`src/rtl/debounce_scan_ctrl.sv`:
```
// debounce_scan_ctrl
// Time-shared debouncer for N_INPUTS mechanical inputs. A single prescaler
// produces a sample tick. A round-robin scan FSM then visits one channel per
// clock. Each channel keeps only a small stability counter next to its
// debounced level.
//
// Optional feature macro: DEBOUNCE_SCAN_EVENT_EN
//   defined     : single-entry event holding register with a valid/ready
//                 handshake, plus the sticky evt_drop flag
//   not defined : event outputs are tied to 0 and event_ready is ignored
//
// rst_n asserts asynchronously. It is expected to be released synchronously
// to clk by the board-level reset logic.

module debounce_scan_ctrl #(
    parameter int N_INPUTS       = 4,
    parameter int TICK_DIV       = 5000,
    parameter int STABLE_SAMPLES = 4,
    parameter int INVERT_LOGIC   = 0,
    localparam int IDW           = (N_INPUTS > 1) ? $clog2(N_INPUTS) : 1
) (
    input  logic                clk,
    input  logic                rst_n,
    input  logic                enable,
    input  logic [N_INPUTS-1:0] raw_in,
    output logic [N_INPUTS-1:0] db_out,
    output logic [N_INPUTS-1:0] rise_pulse,
    output logic [N_INPUTS-1:0] fall_pulse,
    output logic                event_valid,
    input  logic                event_ready,
    output logic [IDW-1:0]      event_id,
    output logic                event_dir,
    output logic                overrun,
    output logic                evt_drop
);

    // counter can hold 0..STABLE_SAMPLES-1 with one bit of headroom
    localparam int CNTW = $clog2(STABLE_SAMPLES) + 1;
    localparam int PSW  = (TICK_DIV > 2) ? $clog2(TICK_DIV) : 1;

    localparam logic [PSW-1:0]  TICK_LAST = PSW'(TICK_DIV - 1);
    localparam logic [CNTW-1:0] CNT_LAST  = CNTW'(STABLE_SAMPLES - 1);
    localparam logic [IDW-1:0]  IDX_LAST  = IDW'(N_INPUTS - 1);

    // Reject parameter sets that the scan schedule cannot honour
    if (N_INPUTS < 2 || N_INPUTS > 16) begin : g_bad_n_inputs
        $error("debounce_scan_ctrl: N_INPUTS must be 2..16");
    end
    if (TICK_DIV <= N_INPUTS + 1) begin : g_bad_tick_div
        $error("debounce_scan_ctrl: TICK_DIV must exceed N_INPUTS+1");
    end
    if (STABLE_SAMPLES < 1) begin : g_bad_stable
        $error("debounce_scan_ctrl: STABLE_SAMPLES must be >= 1");
    end

    typedef enum logic {
        IDLE = 1'b0,
        SCAN = 1'b1
    } state_t;

    logic [N_INPUTS-1:0] sync_meta;
    logic [N_INPUTS-1:0] sync_out;
    logic [N_INPUTS-1:0] s;
    logic [PSW-1:0]      ps_cnt;
    logic                tick;
    state_t              state;
    state_t              state_nxt;
    logic [IDW-1:0]      idx;
    logic [IDW-1:0]      idx_nxt;
    logic                scan_active;
    logic [CNTW-1:0]     cnt [N_INPUTS];
    logic                cur_s;
    logic                cur_db;
    logic [CNTW-1:0]     cur_cnt;
    logic                accept;

    // Two-flop synchronizer per raw input bit
    always_ff @(posedge clk or negedge rst_n) begin
        if (!rst_n) begin
            sync_meta <= '0;
            sync_out  <= '0;
        end else begin
            sync_meta <= raw_in;
            sync_out  <= sync_meta;
        end
    end

    assign s = (INVERT_LOGIC != 0) ? ~sync_out : sync_out;

    // Sample-tick prescaler; clearing on !enable restarts a full period later
    always_ff @(posedge clk or negedge rst_n) begin
        if (!rst_n) begin
            ps_cnt <= '0;
        end else if (!enable) begin
            ps_cnt <= '0;
        end else if (ps_cnt == TICK_LAST) begin
            ps_cnt <= '0;
        end else begin
            ps_cnt <= ps_cnt + PSW'(1);
        end
    end

    assign tick = enable && (ps_cnt == TICK_LAST);

    // Scan FSM state and channel index registers
    always_ff @(posedge clk or negedge rst_n) begin
        if (!rst_n) begin
            state <= IDLE;
            idx   <= '0;
        end else begin
            state <= state_nxt;
            idx   <= idx_nxt;
        end
    end

    // Next-state: a tick starts a scan of channels 0..N_INPUTS-1, one per cycle
    always_comb begin
        state_nxt   = state;
        idx_nxt     = idx;
        scan_active = 1'b0;
        case (state)
            IDLE: begin
                if (tick) begin
                    state_nxt = SCAN;
                    idx_nxt   = '0;
                end
            end
            SCAN: begin
                scan_active = 1'b1;
                if (idx == IDX_LAST) begin
                    state_nxt = IDLE;
                    idx_nxt   = '0;
                end else begin
                    idx_nxt = idx + IDW'(1);
                end
            end
            default: begin
                state_nxt = IDLE;
                idx_nxt   = '0;
            end
        endcase
    end

    // A tick that lands while a scan is still running is lost; remember it
    always_ff @(posedge clk or negedge rst_n) begin
        if (!rst_n) begin
            overrun <= 1'b0;
        end else if (tick && (state == SCAN)) begin
            overrun <= 1'b1;
        end
    end

    // Selected channel on this scan cycle
    always_comb begin
        cur_s   = s[idx];
        cur_db  = db_out[idx];
        cur_cnt = cnt[idx];
        accept  = scan_active && (cur_s != cur_db) && (cur_cnt == CNT_LAST);
    end

    // Stability counter, debounced level and edge pulses of the scanned channel
    always_ff @(posedge clk or negedge rst_n) begin
        if (!rst_n) begin
            for (int i = 0; i < N_INPUTS; i++) begin
                cnt[i] <= '0;
            end
            db_out     <= '0;
            rise_pulse <= '0;
            fall_pulse <= '0;
        end else begin
            rise_pulse <= '0;
            fall_pulse <= '0;
            if (scan_active) begin
                if (cur_s == cur_db) begin
                    cnt[idx] <= '0;
                end else if (accept) begin
                    cnt[idx]    <= '0;
                    db_out[idx] <= cur_s;
                    if (cur_s) begin
                        rise_pulse[idx] <= 1'b1;
                    end else begin
                        fall_pulse[idx] <= 1'b1;
                    end
                end else begin
                    cnt[idx] <= cur_cnt + CNTW'(1);
                end
            end
        end
    end

`ifdef DEBOUNCE_SCAN_EVENT_EN
    logic           ev_valid_q;
    logic [IDW-1:0] ev_id_q;
    logic           ev_dir_q;
    logic           ev_drop_q;

    // One-entry event register; a full, unaccepted register drops new events
    always_ff @(posedge clk or negedge rst_n) begin
        if (!rst_n) begin
            ev_valid_q <= 1'b0;
            ev_id_q    <= '0;
            ev_dir_q   <= 1'b0;
            ev_drop_q  <= 1'b0;
        end else if (accept) begin
            if (!ev_valid_q || event_ready) begin
                ev_valid_q <= 1'b1;
                ev_id_q    <= idx;
                ev_dir_q   <= cur_s;
            end else begin
                ev_drop_q <= 1'b1;
            end
        end else if (ev_valid_q && event_ready) begin
            ev_valid_q <= 1'b0;
        end
    end

    assign event_valid = ev_valid_q;
    assign event_id    = ev_id_q;
    assign event_dir   = ev_dir_q;
    assign evt_drop    = ev_drop_q;
`else
    logic unused_event_ready;

    assign unused_event_ready = event_ready;
    assign event_valid        = 1'b0;
    assign event_id           = '0;
    assign event_dir          = 1'b0;
    assign evt_drop           = 1'b0;
`endif

endmodule
```
`config.mk`:
```
export PLATFORM = sky130hd
export DESIGN_NAME = debounce_scan_ctrl
export DESIGN_NICKNAME = d
export VERILOG_FILES = /design/src/rtl/debounce_scan_ctrl.sv
export SDC_FILE = /design/constraint.sdc
export NUM_CORES = 1
export LEC_CHECK = 0
export ABC_AREA = 1
export CORE_UTILIZATION = 50
export DETAILED_ROUTE_END_ITERATION = 12
export PLACE_DENSITY = 0.72
export SYNTH_ARGS = -nofsm -noshare
export SYNTH_HDL_FRONTEND = slang
export SYNTH_SLANG_ARGS = --single-unit
```
`constraint.sdc`:
```
create_clock -name clk -period 3.2 [get_ports clk]
set_input_delay 0.48 -clock clk [delete_from_list [all_inputs] [get_ports clk]]
set_output_delay 0.48 -clock clk [all_outputs]
set_load 0.01 [all_outputs]
```
==> results_dict.tcl, run 1 <==
set metrics [dict create \
    clkTransAtPathRegs_ns 0.09 \
    htree_levels 2 \
    placedCellCount 336 \
    worst_hold_slack_ns 0.344 \
    overflow 0 \
    r2r_slack_ns 0.79 \
    grt_max_degree 50 \
    hold_violations 0 \
    ir_drop_v 0.000260 \
    skew_ns 0.00955 \
    final_core_util_pct 60.1 \
    numClockSinks 49 \
    cpMaxStageDelayCell "dfrtp_1" \
    slew_viol_final 0 \
    tightestPinTransition_ns 1.03 \
    critPathLaunchType "flip-flop" \
    tritoncts "done" \
    stdcell_count 344 \
    die_h_um 71.6 \
    cts_root_buf "clkbuf_8" \
    syn_area_per_cell_um2 8.97 \
    drc 0 \
    cp_slowest_stage_delay_ns 0.68 \
    gp_congestion 0.893 \
    ys_seq_area_share_pct 50.6 \
    layout.nets 306 \
    wl_per_cell_um 12.4 \
    syn_area_um2 2420 \
    synth.top_cell.area_share_pct 50.6 \
    worstPathRequired_ns 3.43 \
    multi_input_area_um2 1020 \
    crit_fanout 15 \
    dieWidth_um 71.6 \
    max-clock-path-buffers 2 \
    drt_iter0_markers 159 \
    synthCells 270 \
    place_hpwl_mm 3.06 \
    initial_core_util_pct 53.8 \
    grt_use_total_pct 19.2 \
    maxCapViolCount 0 \
    rows 24 \
    ant_nets 0 \
    grt_pass1_vias 1679 \
    crit_top_cell "nand2_1" \
    synth-seq-cells 49 \
    grt_pass1_wl_mm 7.56 \
    setup_tns_ns 0 \
    pin_count 26 \
    synthDistinctLibCells 27 \
    n_fill_cell 410 \
    leakage_uw 0.00135 \
    syn_to_final_growth_pct 11.7 \
    critical_path_arrival_ns 2.64 \
    clock_latency_ns 0.30 \
    yosysWarnings 0 \
    max_freq_mhz 415 \
    cp_top_family "simple AND/OR/NAND/NOR gates" \
    wirelength_mm 4.27 \
    diodes 0 \
    worst_slew_margin_rel_pct 31.5 \
    fin_crit_sh_pct 75.3 \
    seq_area_um2 1230 \
    cts_hold_buf 0 \
    core_um2 4500 \
    setup_violations 0 \
    rsz0062_at_grt "no" \
    outcome "completed" \
    antenna_found_initial 0 \
    crit_buf_inv 2 \
    via_count 1823 \
    dieArea_um2 5130 \
    postCtsSetupBuffers 0 \
    crit_path_end_kind "flip-flop" \
    path_class "flip-flop to flip-flop" \
    cp_cell_sequence "inv_2, nand2_1, nand3_1, nand2_1, inv_1, ha_1, ha_1, nand2_1, nand4_2, a21oi_1" \
    power_density_nw_per_um2 388 \
    synthTopCellsByArea "dfrtp_1 (51%), nand2_1 (8.2%), nor2_1 (5.3%)" \
    numCtsBuffers 5 \
    port_buffers 19 \
    drive_above_1_share_pct 11.0 \
    min_path_type "input pin to async pin" \
    period_needed_ns 2.41 \
    post_cts_resized 0 \
    first_pass_iters 4 \
    yosys.area.top_type "dfrtp_1" \
    viasPerCell 5.30 \
]
[flip-flops by register name, summed over array words and instances (netlist names)]
| register | cells |
|---|---|
| overrun | 1 |
| ps_cnt | 13 |
| sync_meta | 4 |
| idx | 2 |
| rise_pulse | 4 |
| fall_pulse | 4 |
| s | 4 |
| db_out | 4 |
| state | 1 |
| cnt | 12 |
[cell usage in the layout (no fill, tap or decap), drive strengths merged]
| cell | Yosys | routed |
|---|---|---|
| nor3 | 11 | 11 |
| a21oi | 16 | 16 |
| conb | 1 | 5 |
| ha | 7 | 7 |
| inv | 30 | 30 |
| nor4 | 1 | 1 |
| o21bai | 1 | 1 |
| and3 | 2 | 2 |
| nand4 | 11 | 11 |
| clkbuf | 0 | 6 |
| buf | 9 | 1 |
| xor2 | 5 | 5 |
| clkinv | 0 | 2 |
| o21ai | 2 | 2 |
| nand3 | 22 | 22 |
| dfrtp | 49 | 49 |
| a32o | 1 | 1 |
| nand2 | 65 | 65 |
| xnor2 | 1 | 1 |
| clkdlybuf4s50 | 0 | 18 |
| o22ai | 1 | 1 |
| nor2 | 35 | 35 |
[power by group]
part / switching [µW] / internal, µW / leakage (µW)
registers: 4.62 / 627 / 0.000664
logic: 30.7 / 12.3 / 0.000636
clock network: 200 / 175 / 0.0000512
total: 236 / 814 / 0.00135
[final timing paths]
kind / start / depth (start not counted) / to
setup / recovery: idx[0] / 10 / cnt[0]
hold / removal: rst_n / 1 / ps_cnt[10]
setup reg to reg: idx[0] / 10 / cnt[0]
hold reg to reg: sync_meta[0] / 0 / s[0]
max in group asynchronous: rst_n / 1 / cnt[0]
min in group clk: sync_meta[0] / 0 / s[0]
[cell type report]
cell class                 instances  area share [%]
sequential                        49            45.3
clock inverter                     2           0.509
clock buffer                       6            3.05
tap                               52            2.41
timing repair buffer              19            6.85
inverter                          30            4.16
multi-input combinational        186            37.7
[metal layers]
metal / wire length [µm] / part of all wire, % / global-route usage (%) / vias up
li1: - / - / - / 901
met1: 2080 / 49 / 26.3 / 869
met2: 1940 / 45 / 30.0 / 46
met3: 185 / 4.3 / 3.52 / 7
met4: 70 / 1.6 / 8.50 / 0
met5: 0 / 0 / 0 / -
[cell usage after synthesis]
cell type  instances
a32o_1             1
o22ai_1            1
and3_1             2
nor2_1            34
nor2_8             1
nand3_1           18
o21bai_1           1
o21ai_0            2
nand2_8            1
nand2_1           53
nand4_1            8
nand2_2            7
nand4_2            3
buf_4              6
nor4_1             1
a21oi_1           16
inv_2              3
xnor2_1            1
xor2_1             5
conb_1             1
dfrtp_1           49
buf_6              3
nand2_4            4
nor3_1            11
inv_1             27
ha_1               7
nand3_2            4
[kinds of logic after synthesis]
logic type / count (synthesis) / synth area share (%)
adders and majority gates: 7 / 3.62
xor gates and xnor gates: 6 / 2.17
DFF: 49 / 50.6
other: 1 / 0.155
buffers and inverters: 39 / 7.90
AOI/OAI and AO/OA: 21 / 4.70
and+or+nand+nor: 147 / 30.8
[metrics by stage]
| stage | setup slack, ns | cell area (µm²) | power (µW) |
|---|---|---|---|
| final | 0.789 | 2710 | 1050 |
| after global routing | 0.499 | 2710 | 1090 |
| after CTS | 0.806 | 2710 | 1060 |
| after detailed placement | 0.833 | 2610 | 688 |
| after global placement | 0.887 | 2610 | 687 |
| after floorplan | 1.35 | 2440 | 668 |
No activity file was read; power rests on OpenSTA's default activity.
==> run 2: changes to the inputs <==
- clock period: 3.2 -> 2.55 ns (I/O delays scaled with it)
==> results_dict.tcl, run 2 (same netlist as run 1, synthesis figures left out) <==
set metrics [dict create \
    p_comb_share_pct 4.5 \
    n_fill_cell 418 \
    via_count 1785 \
    clock_latency_ns 0.30 \
    worst_hold_slack_ns 0.0412 \
    gp_congestion 0.873 \
    grt_pass1_wl_mm 7.71 \
    maxCapViolCount 0 \
    crit_path_end_kind "flip-flop" \
    overflow 0 \
    syn_to_final_growth_pct 12.1 \
    diodes 0 \
    cp_top_family "simple AND/OR/NAND/NOR gates" \
    drt_iter0_markers 91 \
    r2r_cells 9 \
    fin_crit_sh_pct 82.8 \
    drc 0 \
    cp_slowest_stage_delay_ns 0.52 \
    post_cts_resized 0 \
    setup_violations 0 \
    rsz0062_at_grt "no" \
    min_path_type "input pin to async pin" \
    most-common-layout-cells "nand2_1 (53), dfrtp_1 (49), nor2_1 (34)" \
    clkTransAtPathRegs_ns 0.08 \
    die_h_um 71.6 \
    r2r-start "idx[1]" \
    postPlaceCellArea_um2 2640 \
    initial_core_util_pct 53.8 \
    rows 24 \
    seq_area_um2 1230 \
    critPathLaunchType "flip-flop" \
    leakage_uw 0.00135 \
    max_flop_register "ps_cnt" \
    crit_buf_inv 2 \
    outcome "completed" \
    drive_above_1_share_pct 10.5 \
    numClockSinks 49 \
    tritoncts "done" \
    core_um2 4500 \
    fin_area_um2 2720 \
    dieWidth_um 71.6 \
    dieArea_um2 5130 \
    layout.nets 308 \
    critical_path_arrival_ns 2.34 \
    p_sw_uw 286 \
    wirelength_mm 4.31 \
    cts_hold_buf 0 \
    grt_max_degree 50 \
    max_freq_mhz 474 \
    cpMaxStageDelayCell "dfrtp_1" \
    viasPerCell 5.16 \
    p_seq_share_pct 61.6 \
    p_clk_share_pct 33.9 \
    port_buffers 19 \
    path_depth 9 \
    grt_use_total_pct 19.8 \
    cp_cell_sequence "inv_2, nand3_1, nand2_1, inv_1, ha_1, ha_1, nand2_1, nand4_2, a21oi_1" \
    cts_root_buf "clkbuf_8" \
    ir_drop_v 0.000308 \
    startpoint "idx[1]" \
    worstPathRequired_ns 2.78 \
    setup_tns_ns 0 \
    path_class "flip-flop to flip-flop" \
    multi_input_area_um2 1020 \
    slew_viol_final 0 \
    numCtsBuffers 5 \
    ant_nets 0 \
    pin_count 26 \
    postCtsSetupBuffers 0 \
    largest_reg_flops 13 \
    power_density_nw_per_um2 474 \
    swShare_pct 22.3 \
    reg.largest.list "ps_cnt (13), cnt (12)" \
    first_pass_iters 4 \
    skew_ns 0.00848 \
    intPower_uw 1000 \
    wl_per_cell_um 12.5 \
    final_core_util_pct 60.3 \
    final_common_cell "nand2_1" \
    period_needed_ns 2.11 \
    place_hpwl_mm 3.07 \
    hold_violations 0 \
    max-clock-path-buffers 2 \
    grt_pass1_vias 1715 \
    htree_levels 2 \
    antenna_found_initial 0 \
    crit_fanout 10 \
]
## run 2: changes by cell type in the layout (fill, tap and decap cells not counted)
cell,change
buf_4,+1
clkinv_2,-1
clkinv_4,-1
buf_12,+1
clkbuf_8,-1
clkbuf_1,+3
## run 2: path summary, 6_finish.rpt
path	endpoint	slack (ns)
worst min register to register	s[1]	0.35
max in group asynchronous	ps_cnt[12]	2.27
worst max-delay path	cnt[8]	0.44
min in group clk	s[1]	0.35
worst min-delay path	ps_cnt[10]	0.04
worst max register to register	cnt[8]	0.44
## run 2: metal layers
layer  vias to the layer above  routed length, µm  global-route usage [%]
met5                         -                  0                       0
met4                         0                 80                    8.93
met3                         8                183                    5.06
met2                        41               1880                    29.8
met1                       830               2170                    27.3
li1                        906                  -                       -
## run 2: worst reg2reg max path, delay by kind of cell, from the launching register on
family / cells / cell delay [ns]
simple gates: 4 / 0.71
fa+ha+maj: 2 / 0.35
flops: 1 / 0.52
compound gates: 1 / 0.18
buf+inv: 2 / 0.28
## run 2: metrics by stage
stage	power, µW	worst slack, ns	instances
2_1_floorplan	838	0.696	274
3_3_place_gp	866	0.510	338
3_5_place_dp	867	0.473	338
4_1_cts	1300	0.457	346
5_1_grt	1340	0.217	346
6_report	1290	0.438	346
## run 2: area by class of cell
cell class / instances / area share, %
flip-flops and latches: 49 / 45.1
multi-input cells: 186 / 37.5
repair buffers: 21 / 7.83
inverters: 30 / 4.15
clock buffers: 8 / 2.95
well taps: 52 / 2.40
## run 2: power groups by stage
stage	registers (µW)	logic (µW)	clock network, µW
final	792	57.6	437
after global placement	807	58.2	0
after floorplan	806	32.1	0
after detailed placement	808	59.3	0
after global routing	794	65.9	481
after CTS	792	59.3	453
==> run 3: changes to the inputs <==
- PLACE_DENSITY: 0.72 -> 0.75
- clock period: 2.55 -> 1.8 ns (I/O delays scaled with it)
==> results_dict.tcl, run 3 (same netlist as run 1, synthesis figures left out) <==
set metrics [dict create \
    initial_core_util_pct 53.8 \
    skew_ns 0.00938 \
    most-common-layout-cells "nand2_1 (49), dfrtp_1 (48), nor2_1 (31)" \
    port_buffers 19 \
    cp_cell_sequence "inv_4, o21ai_1, o22ai_2, ha_4, ha_4, nand2_4, buf_12, nor2_8, nand3_1, inv_1" \
    largest_reg_flops 13 \
    wl_per_cell_um 13.7 \
    gr-usage-met2_pct 32.0 \
    tritoncts "done" \
    numCtsBuffers 5 \
    grtUsageMet1_pct 28.2 \
    fin_crit_sh_pct 100 \
    reg.largest.list "ps_cnt (13), cnt (12)" \
    layout.nets 320 \
    setup_tns_ns -0.00734 \
    final_common_cell "nand2_1" \
    crit_path_end_kind "flip-flop" \
    postPlaceCellArea_um2 2690 \
    outcome "complete, but fails checks" \
    power_density_nw_per_um2 665 \
    setup_violations 4 \
    clock_latency_ns 0.30 \
    cpMaxStageDelayCell "dfrtp_2" \
    htree_levels 2 \
    crit_top_cell "ha_4" \
    maxCapViolCount 0 \
    cts_hold_buf 0 \
    ir_drop_v 0.000510 \
    rows 24 \
    swShare_pct 21.1 \
    p_sw_uw 417 \
    fin_area_um2 2970 \
    critPathLaunchType "flip-flop" \
    path_class "flip-flop to flip-flop" \
    grt_use_total_pct 20.6 \
    max_freq_mhz 555 \
    crit_fanout 8 \
    die_h_um 71.6 \
    cp_slowest_stage_delay_ns 0.47 \
    max-clock-path-buffers 2 \
    viasPerCell 5.21 \
    drt_iter0_markers 142 \
    p_clk_share_pct 38.8 \
    rsz0062_at_grt "yes" \
    core_um2 4500 \
    cts_root_buf "clkbuf_8" \
    diodes 0 \
    p_comb_share_pct 4.3 \
    dieWidth_um 71.6 \
    grt_pass1_vias 1857 \
    clkTransAtPathRegs_ns 0.09 \
    grt_pass1_wl_mm 8.19 \
    grt_util_met3_pct 4.08 \
    gp_congestion 0.845 \
    hold_violations 0 \
    via_count 1865 \
    intPower_uw 1560 \
    grt-busiest-layer "met2" \
    max_flop_register "ps_cnt" \
    grt_max_degree 50 \
    ant_nets 0 \
    dieArea_um2 5130 \
    worstPathRequired_ns 2.04 \
    worst_slew_margin_rel_pct 60.9 \
    final_core_util_pct 65.9 \
    period_needed_ns 1.80 \
    tightestPinTransition_ns 0.587 \
    place_hpwl_mm 3.20 \
    min_path_type "input pin to async pin" \
    antenna_found_initial 0 \
    slew_viol_final 0 \
    power_uw 1980 \
    drive_above_1_share_pct 22.2 \
    leakage_uw 0.00146 \
    syn_to_final_growth_pct 22.6 \
    layout_setup_ws_ns -0.00289 \
    numClockSinks 49 \
    drc 0 \
    p_seq_share_pct 56.8 \
    wirelength_mm 4.91 \
    critical_path_arrival_ns 2.04 \
    violations "negative setup slack" \
    first_pass_iters 4 \
    overflow 0 \
    pin_count 26 \
]
-- run 3: cell count changes in the layout (fill, tap and decap cells not counted), moves of 3 or more --
cell,delta
buf_4,+10
a21oi_1,-5
a21oi_2,+5
nand2_1,-4
nand3_1,-4
nand3_2,+4
nand2_2,+3
nor2_1,-3
nor2_2,+3
-- run 3: final cells by class --
class                      count  area (µm²)
inverter                      30         115
clock inverter                 2        38.8
sequential                    49        1230
multi-input combinational    186        1130
fill                         352        1540
timing repair buffer          33         319
clock buffer                   6        72.6
tap                           52        65.1
-- run 3: worst paths after layout --
path                               from             to  slack [ns]  depth (start not counted)
max                              idx[0]  fall_pulse[3]      -0.003                         10
min                               rst_n         cnt[5]        0.05                          2
max reg2reg                      idx[0]  fall_pulse[3]      -0.003                         10
min reg2reg                sync_meta[2]           s[2]        0.36                          0
max in group asynchronous         rst_n         idx[0]        1.33                          2
min in group clk           sync_meta[2]           s[2]        0.36                          0
-- run 3: power groups by stage --
stage / combinational (µW) / sequential, µW / clock, µW
finish: 85.8 / 1120 / 767
global route: 98.5 / 1120 / 825
CTS: 81.5 / 1120 / 786
detailed placement: 80.3 / 1150 / 0
global placement: 77.7 / 1140 / 0
floorplan: 45.5 / 1140 / 0
-- run 3: layer usage --
metal | share of wire (%) | wire length (µm)
met5 | 0 | 0
met4 | 2.4 | 119
met3 | 3.3 | 164
met2 | 49 | 2400
met1 | 45 | 2230
-- run 3: critical path, delay by kind of cell, from the launching register on --
family	cells	cell delay, ns
compound gates	2	0.28
buf+inv	3	0.33
simple gates	3	0.35
flops	1	0.47
fa+ha+maj	2	0.31
-- run 3: timing repair --
item / CTS / global route
setup buffers: 1 / 4
setup endpoints to repair: 21 / 25
gates cloned: 0 / 0
endpoints found under the hold margin: 0 / 0
pin swaps: 3 / 11
gates resized for setup: 7 / 24
-- run 3: per-stage QoR --
| step | hold slack (ns) | cells | setup WS (ns) |
|---|---|---|---|
| after floorplan | -0.0256 | 274 | 0.0498 |
| after global placement | 0.333 | 345 | 0.0402 |
| after detailed placement | 0.339 | 345 | -0.0250 |
| after CTS | 0.0672 | 354 | 0.00381 |
| after global routing | 0.114 | 358 | -0.0837 |
| final | 0.0523 | 358 | -0.00289 |
==> RTL edit 1, RTL diff (settings of run 3) <==
One comparison of `ps_cnt` changes from == to >=.
--- a/src/rtl/debounce_scan_ctrl.sv
+++ b/src/rtl/debounce_scan_ctrl.sv
@@ -100,7 +100,7 @@
         end
     end
 
-    assign tick = enable && (ps_cnt == TICK_LAST);
+    assign tick = enable && (ps_cnt >= TICK_LAST);
 
     // Scan FSM state and channel index registers
     always_ff @(posedge clk or negedge rst_n) begin
Check against the original RTL: same outputs for any inputs over 10 cycles, from zero or initial values and one cycle with rst_n low; that may be too few to reach the edited logic, so the function may still have changed.
==> RTL edit 1 against run 3 <==
The flow still finishes with violations (negative setup slack); global-route usage down 1.1 points; worst setup slack worse by 72 ps; power up 0.90%; synthesized area down 4.4%; die area down 4.3%; sequential cell count unchanged; design area down 3.4%; sequential share of layout area up 1.4 points; synthesized cell count down 1.9%; wire length down 9.3%; critical endpoint is now db_out[3]; highest routed layer unchanged.
==> RTL edit 1: results (changes against run 3) <==
** Status
- The flow ran to the end, but the final reports show violations.
- Failing checks :: negative setup slack

** Global routing
- The total global routing overflow was 0 (unchanged).
- Combined global-route utilization of all metal layers :: 0.195 (-0.0111)
- The wire length of the first global-routing pass is 7420 um (-9.4%).
- The pin count of the biggest net entering global routing was 27 (-46%).
- Number of global-route vias before repair :: 1648 (-11%)

** Route
- First DRT Iteration DRCs :: 187 (+32%)
- Detailed-route wire length per cell :: 12.5 um (-8.8%)
- Via-per-instance ratio :: 5.07 (-2.7%)

** STA
- The final total negative setup slack was -580 ps (-573 ps).
- The slack of the critical path came to -75.0 ps (-72.1 ps).
- The worst hold slack across all endpoints was 353 ps (+301 ps).
- Final worst clock skew :: 8.42 ps (-0.952 ps)
- Final setup violation count :: 18 (+14)

** CTS
- The root buffer cell chosen for the clock tree is sky130_fd_sc_hd__clkbuf_8.

** Setup path
- Worst R2R Path Depth :: 13 (+3)
- Terminus of the critical flop-to-flop path :: db_out[3]
- CP Data Arrival Time :: 2070 ps (+30 ps)
- The worst stage delay on the critical path is 490 ps (+20 ps).

** Synthesis
- Ranking of synthesized cells by area :: sky130_fd_sc_hd__dfrtp_1 (53%), sky130_fd_sc_hd__nand2_1 (11%), sky130_fd_sc_hd__nand3_1 (4.5%)
- Ranking of synthesized cells by instance count :: sky130_fd_sc_hd__nand2_1 (68), sky130_fd_sc_hd__dfrtp_1 (49), sky130_fd_sc_hd__inv_1 (26), sky130_fd_sc_hd__nor2_1 (26), sky130_fd_sc_hd__nand3_1 (21)
- Sequential element share of the synthesized area :: 0.529 (+0.0232)
- The count of distinct cell types in the synthesized netlist came to 26 (-3.7%).

** Min path
- Hold Path Class :: reg2reg

** Power and ir drop
- The leakage power of the design is 1.43 nW (-1.5%).

** Place
- The placed wire-length estimate was 2950 um (-7.9%).
- The routability congestion estimate from global placement came to 0.853 (+0.97%).
- Post-place instance area :: 0.00258 sq mm (-4.1%)

** Final layout
- The layout net count was 318 (-0.63%).
- Number of diodes added for antenna fixing :: 0 (unchanged)
- The layout cell share with drive strength beyond 1 is 0.178 (-0.0446).
-- RTL edit 1: changes by cell type in the layout (fill, tap and decap cells not counted), moves of 3 or more --
cell,before,now
sky130_fd_sc_hd__nand3_1,14,19
sky130_fd_sc_hd__nor3_1,11,6
sky130_fd_sc_hd__nor3b_1,0,3
sky130_fd_sc_hd__a21oi_2,5,2
sky130_fd_sc_hd__a21oi_1,11,8
sky130_fd_sc_hd__nand2_4,5,1
sky130_fd_sc_hd__o21ai_1,2,7
sky130_fd_sc_hd__buf_4,11,14
sky130_fd_sc_hd__nand2_1,49,63
sky130_fd_sc_hd__nor2_1,31,25
-- RTL edit 1: timing repair --
action | in CTS | in global routing
hold endpoints to repair | 23 | 0
pin swaps | 5 | 13
cloned | 0 | 1
hold buffers | 1 | 0
buffers inserted | 6 | 2
endpoints found under the setup margin | 24 | 24
gates resized for setup | 5 | 15
-- RTL edit 1: cells by family after synthesis --
| family | synth area share |
|---|---|
| fa+ha+maj | 0.0378 |
| simple gates | 0.272 |
| compound gates | 0.0524 |
| other cells | 0.00162 |
| flops | 0.529 |
| buf+inv | 0.0799 |
| xor+xnor | 0.0265 |
-- RTL edit 1: worst max path at each step --
stage                     slack, ps         to
after detailed placement       -120    cnt[11]
after floorplan                  20  db_out[1]
after global routing           -180  db_out[3]
after global placement          -70     cnt[9]
after CTS                         4     cnt[2]
final                           -80  db_out[3]
-- RTL edit 1: stage by stage --
step                total power (W)  cells
floorplan                   0.00118    269
global placement            0.00122    338
global route                0.00209    356
finish                      0.00199    356
detailed placement          0.00122    338
CTS                         0.00201    353
-- RTL edit 1: layout make-up --
type / instances / area [sq um]
clock inverter: 1 / 30.0
fill: 366 / 1550
clock buffer: 7 / 86.3
sequential: 49 / 1230
timing repair buffer: 37 / 365
multi-input combinational: 181 / 983
inverter: 29 / 111
tap: 52 / 65.1
-- RTL edit 1: worst register-to-register path: cells and delay by family (launching register included) --
family,cells,cell delay (ps)
buf+inv,3,330
flops,1,490
fa+ha+maj,2,320
simple gates,8,620
-- RTL edit 1: report_power, final --
group | switching (W) | total [W] | internal [W]
Sequential | 0.00000594 | 0.00112 | 0.00111
Combinational | 0.0000511 | 0.0000814 | 0.0000302
Clock | 0.000339 | 0.000792 | 0.000453
Total | 0.000396 | 0.00199 | 0.00160
-- RTL edit 1: layer usage --
layer  track usage  up-vias  wire (um)
met4        0.0844        0         83
met5             0        -          0
met3        0.0447        6        157
met2         0.302       51       2170
met1         0.264      840       2040
li1              -      907          -
==> RTL edit 2, RTL diff (config.mk and constraints of run 3) <==
Made on the original files. Build with the macro `DEBOUNCE_SCAN_EVENT_EN` defined.
--- a/src/rtl/debounce_scan_ctrl.sv
+++ b/src/rtl/debounce_scan_ctrl.sv
@@ -11,6 +11,8 @@
 //
 // rst_n asserts asynchronously. It is expected to be released synchronously
 // to clk by the board-level reset logic.
+
+`define DEBOUNCE_SCAN_EVENT_EN
 
 module debounce_scan_ctrl #(
     parameter int N_INPUTS       = 4,
Function: same outputs for any inputs over 10 cycles, from zero or initial values and one cycle with rst_n low; that may be too few to reach the edited logic, so the function may still have changed.
==> RTL edit 2 against run 3 <==
Highest routed layer unchanged; power rose by 4.5%; critical endpoint is now event_dir; sequential cell count rose by 5; count of clock-buffer cells in the layout rose by 1; design area rose by 7.2%; wire length rose by 5.4%; critical path depth did not move; largest power group unchanged; cell count rose by 9.8%; worst setup slack got worse by 24 ps; synthesized area rose by 4.0%; the flow still finishes with violations (negative setup slack).
==> RTL edit 2: results (changes against run 3) <==
** Status
- The flow ran to the end, but the final reports show violations.
- Failing checks :: negative setup slack

** CTS
- The total CTS buffers is 5 (unchanged).
- The clock reaches the later pin of the worst-skew pair after 310 ps.
- Clock transition at the registers of the reported paths :: 100 ps
- H-Tree Level Count :: 2 (unchanged)
- The tree is rooted in a sky130_fd_sc_hd__clkbuf_8.
- The buffer depth of the longest clock path was 2 (unchanged).

** Final layout
- The total of fill cells in the finished design is 355 (+0.85%).
- Largest registers :: ps_cnt (13), cnt (12)
- The layout cell share with drive strength beyond 1 was 0.193 (-0.0290).
- The layout net count is 340 (+6.3%).
- The number of diodes was 0 (unchanged).

** Power and ir drop
- Reported leakage power :: 1.54 nW (+5.5%)
- Worst VDD drop :: 0.000393 V (-23%)

** Synthesis
- Mux contribution to synthesized area :: 0 (unchanged)
- The post-synthesis adder-cell area fraction was 0.0348 (-0.00140).
- The number of warnings reported in the yosys synthesis log was 0 (unchanged).
- Synth Area in XOR/XNOR :: 0.0209 (-0.000840)
- Ranking of synthesized cells by instance count :: sky130_fd_sc_hd__nand2_1 (69), sky130_fd_sc_hd__dfrtp_1 (54), sky130_fd_sc_hd__inv_1 (33)
- The count of distinct cell types in the synthesized netlist came to 26 (-3.7%).
- Share of async-settable or async-resettable flops after synthesis :: 1.00 (unchanged)
- Number of nets produced by synthesis :: 297
- Most frequently used flop master after synthesis :: sky130_fd_sc_hd__dfrtp_1
- The proportion of synthesized chip area in sequential cells came to 0.536 (+0.0300).
- The fraction of the mapped netlist area in compound gates is 0.0447 (-0.00232).
- Ranking of synthesized cells by area :: sky130_fd_sc_hd__dfrtp_1 (54%), sky130_fd_sc_hd__nand2_1 (10%), sky130_fd_sc_hd__nand3_1 (5.6%)

** Global routing
- The wire length of the first global-routing pass was 7860 um (-4.0%).
- The total routing usage reported by global routing was 0.195 (-0.0113).
- Initial antenna violation count :: 0 (unchanged)
- The pin count of the biggest net entering global routing was 55 (+10%).
- Number of global-route vias before repair :: 1759 (-5.3%)

** Route
- First DRT Iteration DRCs :: 204 (+44%)
- Number of search-and-repair iterations in the first detailed-routing pass :: 4 (unchanged)
- Total number of vias :: 2002 (+7.3%)
- The mean routed wirelength per cell was 13.2 um (-4.0%).

** Setup path
- Worst path slowest cell :: sky130_fd_sc_hd__dfrtp_2
- The cell family contributing the most delay on the critical path is simple AND/OR/NAND/NOR gates.
- CP Data Arrival Time :: 2030 ps
- The worst stage delay on the critical path was 470 ps (about the same).
- The critical-path maximum fanout came to 8 (unchanged).

** Place
- Count of input and output buffers :: 25 (+6)
- The standard cell area after detailed placement was 0.00287 sq mm (+6.7%).
- GPL Wtd Cong :: 0.927 (+9.7%)
- The placed wire-length estimate came to 3390 um (+5.8%).

** STA
- Final worst clock skew :: 10.1 ps (+0.689 ps)
- Crit path setup slack, layout :: -27.3 ps (-24.4 ps)
- Transition time of the tightest slew-check pin :: 455 ps (-132 ps)
- The number of setup violations in the final report is 6 (+2).
- The worst hold slack across all endpoints was 354 ps (+301 ps).

** Min path
- The min-delay analysis places its worst path in the category reg2reg.
## RTL edit 2: layout make-up
cell class              count  area (sq um)  share of cell area
clock buffers               7          96.3              0.0303
clock inverters             1          8.76             0.00275
inverters                  35           134              0.0421
multi-input cells         190          1130               0.355
flip-flops and latches     54          1350               0.425
well taps                  67          83.8              0.0263
repair buffers             39           377               0.118
## RTL edit 2: report_power, final
group          switching, W  total [W]  internal (W)
Combinational     0.0000581  0.0000949     0.0000367
Sequential       0.00000676    0.00123       0.00123
Clock              0.000382   0.000735      0.000353
Total              0.000447    0.00206       0.00162
## RTL edit 2: final timing paths
path                              start         to  depth (start not counted)
setup / recovery                 idx[0]  event_dir                         10
hold / removal             sync_meta[3]       s[3]                          0
setup reg to reg                 idx[0]  event_dir                         10
hold reg to reg            sync_meta[3]       s[3]                          0
max in group asynchronous         rst_n     idx[0]                          3
min in group asynchronous         rst_n   evt_drop                          3
## RTL edit 2: logic make-up (layout without fill, tap and decap cells)
| kind of cell | count (synthesis) | after routing |
|---|---|---|
| AOI/OAI and AO/OA | 20 | 20 |
| xor gates and xnor gates | 6 | 6 |
| adders and majority gates | 7 | 7 |
| buffers and inverters | 40 | 82 |
| DFF | 54 | 54 |
| and+or+nand+nor | 155 | 157 |
## RTL edit 2: repair_timing
action,4_1_cts,5_1_grt
setup buffers,3,3
pin swaps,4,16
gates resized for setup,2,34
endpoints found under the hold margin,54,0
cloned,1,1
setup endpoints to repair,12,28
hold buffers,1,0
## RTL edit 2: per-layer routing
| metal | vias up | GRT usage | wire length [um] |
|---|---|---|---|
| met2 | 71 | 0.295 | 2470 |
| met4 | 0 | 0.0654 | 78 |
| li1 | 994 | - | - |
| met5 | - | 0 | 0 |
| met1 | 928 | 0.275 | 2370 |
| met3 | 9 | 0.0497 | 255 |
## RTL edit 2: stage by stage
stage	instances	total power [W]	util	setup TNS (ps)	setup slack (ps)
5_1_grt	393	0.00215	0.665	-1370	-111
3_3_place_gp	376	0.00134	0.600	0	23.0
4_1_cts	389	0.00208	0.632	0	2.42
6_report	393	0.00206	0.665	-101	-27.3
2_1_floorplan	282	0.00129	-	0	19.0
3_5_place_dp	376	0.00134	0.600	-230	-61.2
